==> config.mk <==
export PLATFORM = sky130hd
export DESIGN_NAME = bcd_sub_seq
export DESIGN_NICKNAME = d
export VERILOG_FILES = /design/src/rtl/bcd_sub_seq_pkg.sv /design/src/rtl/bcd_sub_seq_digit.sv /design/src/rtl/bcd_sub_seq.sv
export SDC_FILE = /design/constraint.sdc
export NUM_CORES = 1
export LEC_CHECK = 0
export ABC_CLOCK_PERIOD_IN_PS = 3400
export BUFFER_PORTS_ARGS = -buffer_cell sky130_fd_sc_hd__buf_4
export CORE_ASPECT_RATIO = 0.5
export CORE_UTILIZATION = 35
export DETAILED_ROUTE_END_ITERATION = 6
export SYNTH_ARGS = -nofsm -noshare
export SYNTH_HDL_FRONTEND = slang
export SYNTH_SLANG_ARGS = --single-unit
==> constraint.sdc <==
create_clock -name clk -period 3.4 [get_ports clk]
set_input_delay 0.85 -clock clk [delete_from_list [all_inputs] [get_ports clk]]
set_output_delay 0.85 -clock clk [all_outputs]
set_load 0.005 [all_outputs]
==> src/rtl/bcd_sub_seq_pkg.sv <==
// bcd_sub_seq_pkg: shared constants for the digit-serial BCD subtractor
//   IDLE/SUB/COMP/DONE  FSM state encodings
//   DIGIT_W             bits per packed BCD digit
//   DIGIT_MAX           largest legal BCD digit value
//   DIGITS_DEF          default operand length in digits
package bcd_sub_seq_pkg;
   localparam logic [1:0] IDLE = 2'd0;
   localparam logic [1:0] SUB  = 2'd1;
   localparam logic [1:0] COMP = 2'd2;
   localparam logic [1:0] DONE = 2'd3;
   localparam int DIGIT_W = 4;
   localparam logic [3:0] DIGIT_MAX = 4'd9;
   localparam int DIGITS_DEF = 4;
endpackage

==> src/rtl/bcd_sub_seq_digit.sv <==
// bcd_digit_sub: one-digit BCD subtract with borrow, d = x - y - bin (mod 10)
//   x, y  input  BCD digits (0-9)
//   bin   input  borrow in
//   d     output result digit (0-9)
//   bout  output borrow out
module bcd_digit_sub
   import bcd_sub_seq_pkg::*;
(
   input  logic [DIGIT_W-1:0] x,
   input  logic [DIGIT_W-1:0] y,
   input  logic               bin,
   output logic [DIGIT_W-1:0] d,
   output logic               bout
);
   // 5-bit raw difference spans -10..9; its MSB is the sign, hence the borrow
   logic [DIGIT_W:0] t;
   always_comb begin
      t    = {1'b0, x} - {1'b0, y} - {{DIGIT_W{1'b0}}, bin};
      bout = t[DIGIT_W];
      d    = bout ? t[DIGIT_W-1:0] + 4'd10 : t[DIGIT_W-1:0];
   end
endmodule

==> src/rtl/bcd_sub_seq.sv <==
// bcd_sub_seq: digit-serial packed-BCD |a - b| with sign, one digit per clock
//   clk, rst  clock, asynchronous active-high reset
//   start     launch request, honoured only in IDLE
//   a, b      packed BCD operands, digit 0 in bits [3:0]
//   busy      high while subtracting or complementing
//   done      one-cycle completion pulse
//   diff      magnitude |a - b| in packed BCD
//   neg       set when a < b
//   err       set when an operand digit exceeds 9
module bcd_sub_seq
   import bcd_sub_seq_pkg::*;
#(
   parameter int DIGITS = DIGITS_DEF
) (
   input  logic                      clk,
   input  logic                      rst,
   input  logic                      start,
   input  logic [DIGIT_W*DIGITS-1:0] a,
   input  logic [DIGIT_W*DIGITS-1:0] b,
   output logic                      busy,
   output logic                      done,
   output logic [DIGIT_W*DIGITS-1:0] diff,
   output logic                      neg,
   output logic                      err
);
   localparam int IW = DIGITS > 1 ? $clog2(DIGITS) : 1;
   logic [1:0]                state;
   logic [IW-1:0]             idx;
   logic                      borrow;
   logic [DIGIT_W*DIGITS-1:0] ra;
   logic [DIGIT_W*DIGITS-1:0] rb;
   logic [DIGIT_W-1:0]        x;
   logic [DIGIT_W-1:0]        y;
   logic [DIGIT_W-1:0]        d;
   logic                      bout;
   logic                      valid;
   logic                      last;
   always_comb begin
      valid = 1'b1;
      for (int i = 0; i < DIGITS; i++)
         if (a[DIGIT_W*i +: DIGIT_W] > DIGIT_MAX || b[DIGIT_W*i +: DIGIT_W] > DIGIT_MAX) valid = 1'b0;
   end
   // COMP reuses the same digit subtractor as 0 - diff_i, giving 10^DIGITS - r
   assign x    = state == COMP ? '0 : ra[DIGIT_W*idx +: DIGIT_W];
   assign y    = state == COMP ? diff[DIGIT_W*idx +: DIGIT_W] : rb[DIGIT_W*idx +: DIGIT_W];
   assign last = idx == IW'(DIGITS - 1);
   assign busy = state == SUB || state == COMP;
   assign done = state == DONE;
   bcd_digit_sub u_digit (
      .x    (x),
      .y    (y),
      .bin  (borrow),
      .d    (d),
      .bout (bout)
   );
   always_ff @(posedge clk or posedge rst) begin
      if (rst) begin
         state  <= IDLE;
         idx    <= '0;
         borrow <= 1'b0;
         ra     <= '0;
         rb     <= '0;
         diff   <= '0;
         neg    <= 1'b0;
         err    <= 1'b0;
      end else begin
         case (state)
            IDLE: if (start) begin
               diff <= '0;
               neg  <= 1'b0;
               err  <= !valid;
               if (valid) begin
                  ra     <= a;
                  rb     <= b;
                  borrow <= 1'b0;
                  idx    <= '0;
                  state  <= SUB;
               end else state <= DONE;
            end
            SUB, COMP: begin
               diff[DIGIT_W*idx +: DIGIT_W] <= d;
               borrow <= bout;
               idx    <= idx + 1'b1;
               if (last) begin
                  // a final borrow out of SUB means a < b: complement the residue
                  idx    <= '0;
                  borrow <= 1'b0;
                  if (state == SUB) neg <= bout;
                  state  <= state == SUB && bout ? COMP : DONE;
               end
            end
            default: state <= IDLE;
         endcase
      end
   end
endmodule

Yosys cells after proc, flatten, opt, wreduce, memory -nomap -nowiden. Cells that the tools add are included.

Shift operators: 5. Eq/ne operators: 8. Muxes and demuxes: 27. Order comparisons: 8. Reduce and logical (&&, ||, !) cells: 16. Add/sub/neg operators: 5.

Operators by type and width (number): indexed part select 16 x 5 -> 4 bit (3); negation 4 -> 34 bit (1); variable shift 4 x 34 -> 16 bit (first input constant) (1); indexed part select 4 x 34 -> 16 bit (1); > comparator 4 bit (second input constant) (8); case mux 16 bit (2 select lines) (1); bitwise mux 16 bit (1); two-way mux 16 bit (1); two-way mux 2 bit (6); two-way mux 4 bit (3); two-way mux 1 bit (11); inequality test 2 bit (second input constant) (4); case mux 2 bit (2 select lines) (2); == test 2 bit (second input constant) (3); AND reduction 2 bit (3); AND reduction 3 bit (2); logical OR 1 bit (5); subtractor 4 x 4 -> 5 bit (1); subtractor 5 x 1 -> 5 bit (1); adder 4 bit (second input constant) (1); case mux 1 bit (2 select lines) (2); AND reduction 4 bit (1); adder 2 x 1 -> 2 bit (second input constant) (1); == test 2 x 1 -> 1 bit (second input constant) (1); other kinds (5) (5).

Flip-flop bits (word level): 55.

Logic depth before layout (Yosys ltp).
Word-level depth: 9. Gate-level depth with buffers: 16. Depth with buffers taken out: 15.

Modules after synthesis. Synthesis repeated with hierarchy kept, for this count alone.

Cell total of the unflattened synthesis: 247. Area total of the unflattened synthesis: 3016.6 um^2.

By module, submodules not included: bcd_sub_seq (cells each 215, area each 2742.6 um^2, instances 1); bcd_digit_sub (cells each 32, area each 274.0 um^2, instances 1).

Worst setup path after synthesis. OpenSTA, ideal clock, no wires.

Kind: register to register. Start: register idx[0]. End: register diff[11]. Required time: 3270 ps. Setup time: 130 ps. Cell stages (with the launch flop): 15. Slack: -262 ps. Arrival time: 3533 ps. Path buffers: 2. Cells stage by stage: dfrtp_1 > buf_6 > buf_1 > mux4_2 > nand2_1 > nand2_1 > fa_1 > inv_1 > fa_1 > ha_1 > or3_1 > a21oi_1 > a221oi_1 > xor2_1 > o21ai_1.

Cells in the longest elaborated chain, start to end: 9. Elaborated cells on any way between the ends: 14. Classes of those cells: 4 x add/sub; 5 x shift; 5 x mux.

RTL lines: start: declaration (line bcd_sub_seq.sv:28) `logic [IW-1:0] idx;`; start signal: assignment (line bcd_sub_seq.sv:83) `idx <= idx + 1'b1;`; indexed part select 16 x 5 -> 4 bit (on tied branches) (line bcd_sub_seq.sv:44, bcd_sub_seq.sv:45); two-way mux 4 bit (on tied branches) (line bcd_sub_seq.sv:44, bcd_sub_seq.sv:45); subtractor 4 x 4 -> 5 bit (line bcd_sub_seq_digit.sv:18) `t = {1'b0, x} - {1'b0, y} - {{DIGIT_W{1'b0}}, bin};`; subtractor 5 x 1 -> 5 bit (line bcd_sub_seq_digit.sv:18); adder 4 bit (line bcd_sub_seq_digit.sv:20) `d = bout ? t[DIGIT_W-1:0] + 4'd10 : t[DIGIT_W-1:0];`; two-way mux 4 bit (line bcd_sub_seq_digit.sv:20); indexed part select 4 x 34 -> 16 bit (line bcd_sub_seq.sv:81) `diff[DIGIT_W*idx +: DIGIT_W] <= d;`; bitwise mux 16 bit (*) (line bcd_sub_seq.sv:81); case mux 16 bit (2 select lines) (*) (line bcd_sub_seq.sv:67) `case (state)`; end signal: assignment (line bcd_sub_seq.sv:63) `diff <= '0;`; end signal: assignment (line bcd_sub_seq.sv:69) `diff <= '0;`; end signal: indexed assignment (line bcd_sub_seq.sv:81); end: declaration (line bcd_sub_seq.sv:22) `output logic [DIGIT_W*DIGITS-1:0] diff,`.

Every way passes the cells marked *; elsewhere a longest branch is shown, timed or not. A chain may end at the register's enable or synchronous reset.

Final worst setup path.
Start: register idx[0]. End: register diff[15].

Same word-level chain as after synthesis.

==> results.json <==
{
  "setup_viol": 0,
  "synth_fp_nets": 295,
  "hpwl_um": 5819,
  "hp-class": "register to register",
  "critPathArrivalTime_ps": 3470,
  "start_util_pct": 36.38,
  "final_cell_area_sq_um": 3826,
  "yosysTopAreaCellShare_pct": 46.79,
  "ir_drop_mv": 0.3863,
  "yosysMostFrequentCell": "dfrtp_1",
  "yosysWarnings": 0,
  "fin_nets": 366,
  "synth-seq-cells": 55,
  "gr-total-overflow": 0,
  "dieHeight_um": 66.83,
  "leakage_nw": 1.807,
  "layout_min_cycle_time_ps": 3254,
  "tightest_slew_ps": 793.7,
  "cts-hold-fix-buffers": 0,
  "clockBufferDepth": 2,
  "antenna_found_initial": 0,
  "grt_pass1_vias": 2160,
  "vias": 2159,
  "synth-seq-area-share_pct": 46.79,
  "fmax_mhz": 307.3,
  "viasPerCell": 5.044,
  "dieArea_sq_um": 8798,
  "cp_common_cell": "fa_2",
  "synth_edf_count": 0,
  "final_layout_size_suffix_gt1_share_pct": 45.57,
  "die_w_um": 131.7,
  "insertedDiodeCount": 0,
  "max_stage_delay_ps": 520,
  "final_max_slew_viol_count": 0,
  "cts_sinks": 55,
  "yosys-top-cells-area": "dfrtp_1, mux2_2, mux4_2, ha_1, o21ai_0",
  "grt_max_degree": 39,
  "grt.total_usage_pct": 17.94,
  "ios": 55,
  "outcome": "completed",
  "cpMaxStageDelayCell": "mux4_2",
  "fin_crit_sh_pct": 95.72,
  "yosysTopAreaCell": "dfrtp_1",
  "hold_path_depth": 2,
  "path_max_fanout": 4,
  "min_from": "neg",
  "syn2layout_area_growth_pct": 30.07,
  "dp_cells": 418,
  "placed_area_sq_um": 3562,
  "cap_violations": 0,
  "htree_levels": 2,
  "rows": 23,
  "gp_congestion": 0.9220,
  "avgSynthCellArea_sq_um": 12.06,
  "drtPass1Iterations": 4,
  "drcViolationCount": 0,
  "ys.flop_type": "dfrtp_1",
  "rr_endpoint": "diff[15]",
  "cp-start-kind": "register",
  "setup_slack_ps": 145.6,
  "worst-setup-path-type": "register to register",
  "grt_first_pass_wirelength_um": 11700,
  "holdPathEnd": "neg",
  "synthCells": 244,
  "syn_area_sq_um": 2942,
  "synthArstFlopShare_pct": 100.0,
  "initialDrtViolationCount": 117,
  "clk_pin_slew_ps": 70,
  "r2r_start": "idx[0]",
  "cts_tree": "built",
  "cp.required_ps": 3620,
  "fp.coreArea_sq_um": 8087,
  "portBuffers": 54,
  "p_per_area_nw_per_um2": 938.3,
  "yosys-top-cells-count": "dfrtp_1, mux2_2, nand2_1, o21ai_0",
  "worstRegToRegCells": 13,
  "clk_root_buffer_cell": "clkbuf_16",
  "fillers": 732,
  "routed_wl_um": 7416,
  "cts_inserted_buffers": 5,
  "crit_chain": "mux4_2, nand2_1, nand2_2, fa_2, inv_2, fa_2, ha_4, or3_1, a21oi_2, a221oi_2, xor2_1, buf_4, o21ai_1",
  "relSlewSlack_pct": 47.01,
  "fin_cells": 428,
  "antenna_left": 0,
  "wl_per_cell_um": 17.33,
  "endpoint_kind": "register",
  "ff2ff_setup_slack_ps": 150,
  "place_ws_ps": -101.4,
  "hold_violations": 0,
  "rsz0062_at_grt": "true",
  "worst_clock_skew_ps": 6.717,
  "clk_latency_ps": 300,
  "synth_cell_types": 35
}
state kept, by name (all words and copies together), names as in the netlist:
register  cells
diff         16
ra           16
neg           1
err           1
rb           16
borrow        1
state         2
idx           2
area by class of cell:
cell class                 instances  area (sq um)  area share [%]
clock buffer                       6         138.9           3.630
tap                              112         140.1           3.663
timing repair buffer              72         553.0           14.45
inverter                          14         52.55           1.373
multi-input combinational        167          1525           39.86
clock inverter                     2         38.79           1.014
sequential                        55          1378           36.00
cell usage in the layout (no fill, tap or decap), drive strengths merged, types with 2 or more instances in the layout:
cell type,netlist,routed
nand4,4,4
xor2,3,3
nand2b,5,5
nor3b,3,3
o21ai,31,31
dfrtp,55,55
ha,14,14
nand4b,2,2
mux4,12,12
nand2,31,31
fa,2,2
or3,2,2
a21oi,6,6
nor2b,2,2
inv,14,15
mux2,32,32
buf,5,72
mux2i,2,2
a21o,3,3
clkbuf,3,6
nor2,3,3
worst max-delay path, delay by kind of cell (launching register included):
family	cells	cell delay, ps
compound gates	3	320
simple gates	3	470
fa+ha+maj	3	1030
mux	1	520
buf+inv	2	220
flops	1	440
xor+xnor	1	170
cells by family after synthesis:
group	share of synthesized area, %
flip-flops	46.79
AND/OR/NAND/NOR	9.656
AO/OA/AOI/OAI	9.103
multiplexers	22.12
buffers and inverters	3.828
adder cells (fa/ha/maj)	7.316
XOR/XNOR	1.191
routing by layer:
layer  GRT usage, %  vias up  wire length [um]
met5              0        -                 0
met1          26.35     1049              3423
met4          4.070        0                53
met3          3.881        5               676
li1               -     1018                 -
met2          26.85       87              3263
power breakdown:
part	switching [mW]	total, mW	internal, mW
clock	0.235	0.606	0.371
combinational	1.08	2.05	0.970
sequential	0.122	0.929	0.808
total	1.44	3.59	2.15
what timing repair did:
action	in CTS	in global routing
setup endpoints to repair	4	8
buffers inserted	1	1
resized for setup	3	13
pin swaps	1	2
worst max path at each step:
| stage | start | endpoint | slack, ps | cells after the start |
|---|---|---|---|---|
| final | idx[0] | diff[15] | 150 | 13 |
| after global routing | state[0] | diff[11] | -0.9 | 15 |
| after CTS | idx[0] | diff[15] | 20 | 13 |
| after detailed placement | idx[0] | diff[15] | -100 | 13 |
| after global placement | idx[0] | diff[11] | 90 | 13 |
| after floorplan | state[0] | diff[11] | 20 | 15 |
through the flow:
step                util, %  hold slack [ps]  setup TNS [ps]  power [mW]
CTS                   46.48            485.6               0       3.416
floorplan                 -            469.7               0       2.068
finish                47.32            479.5               0       3.590
detailed placement    44.05            469.9          -307.6       2.722
global route          47.32            527.5         -0.8955       3.833
global placement      44.05            467.9               0       2.645
(Power assumes the default switching activity.)
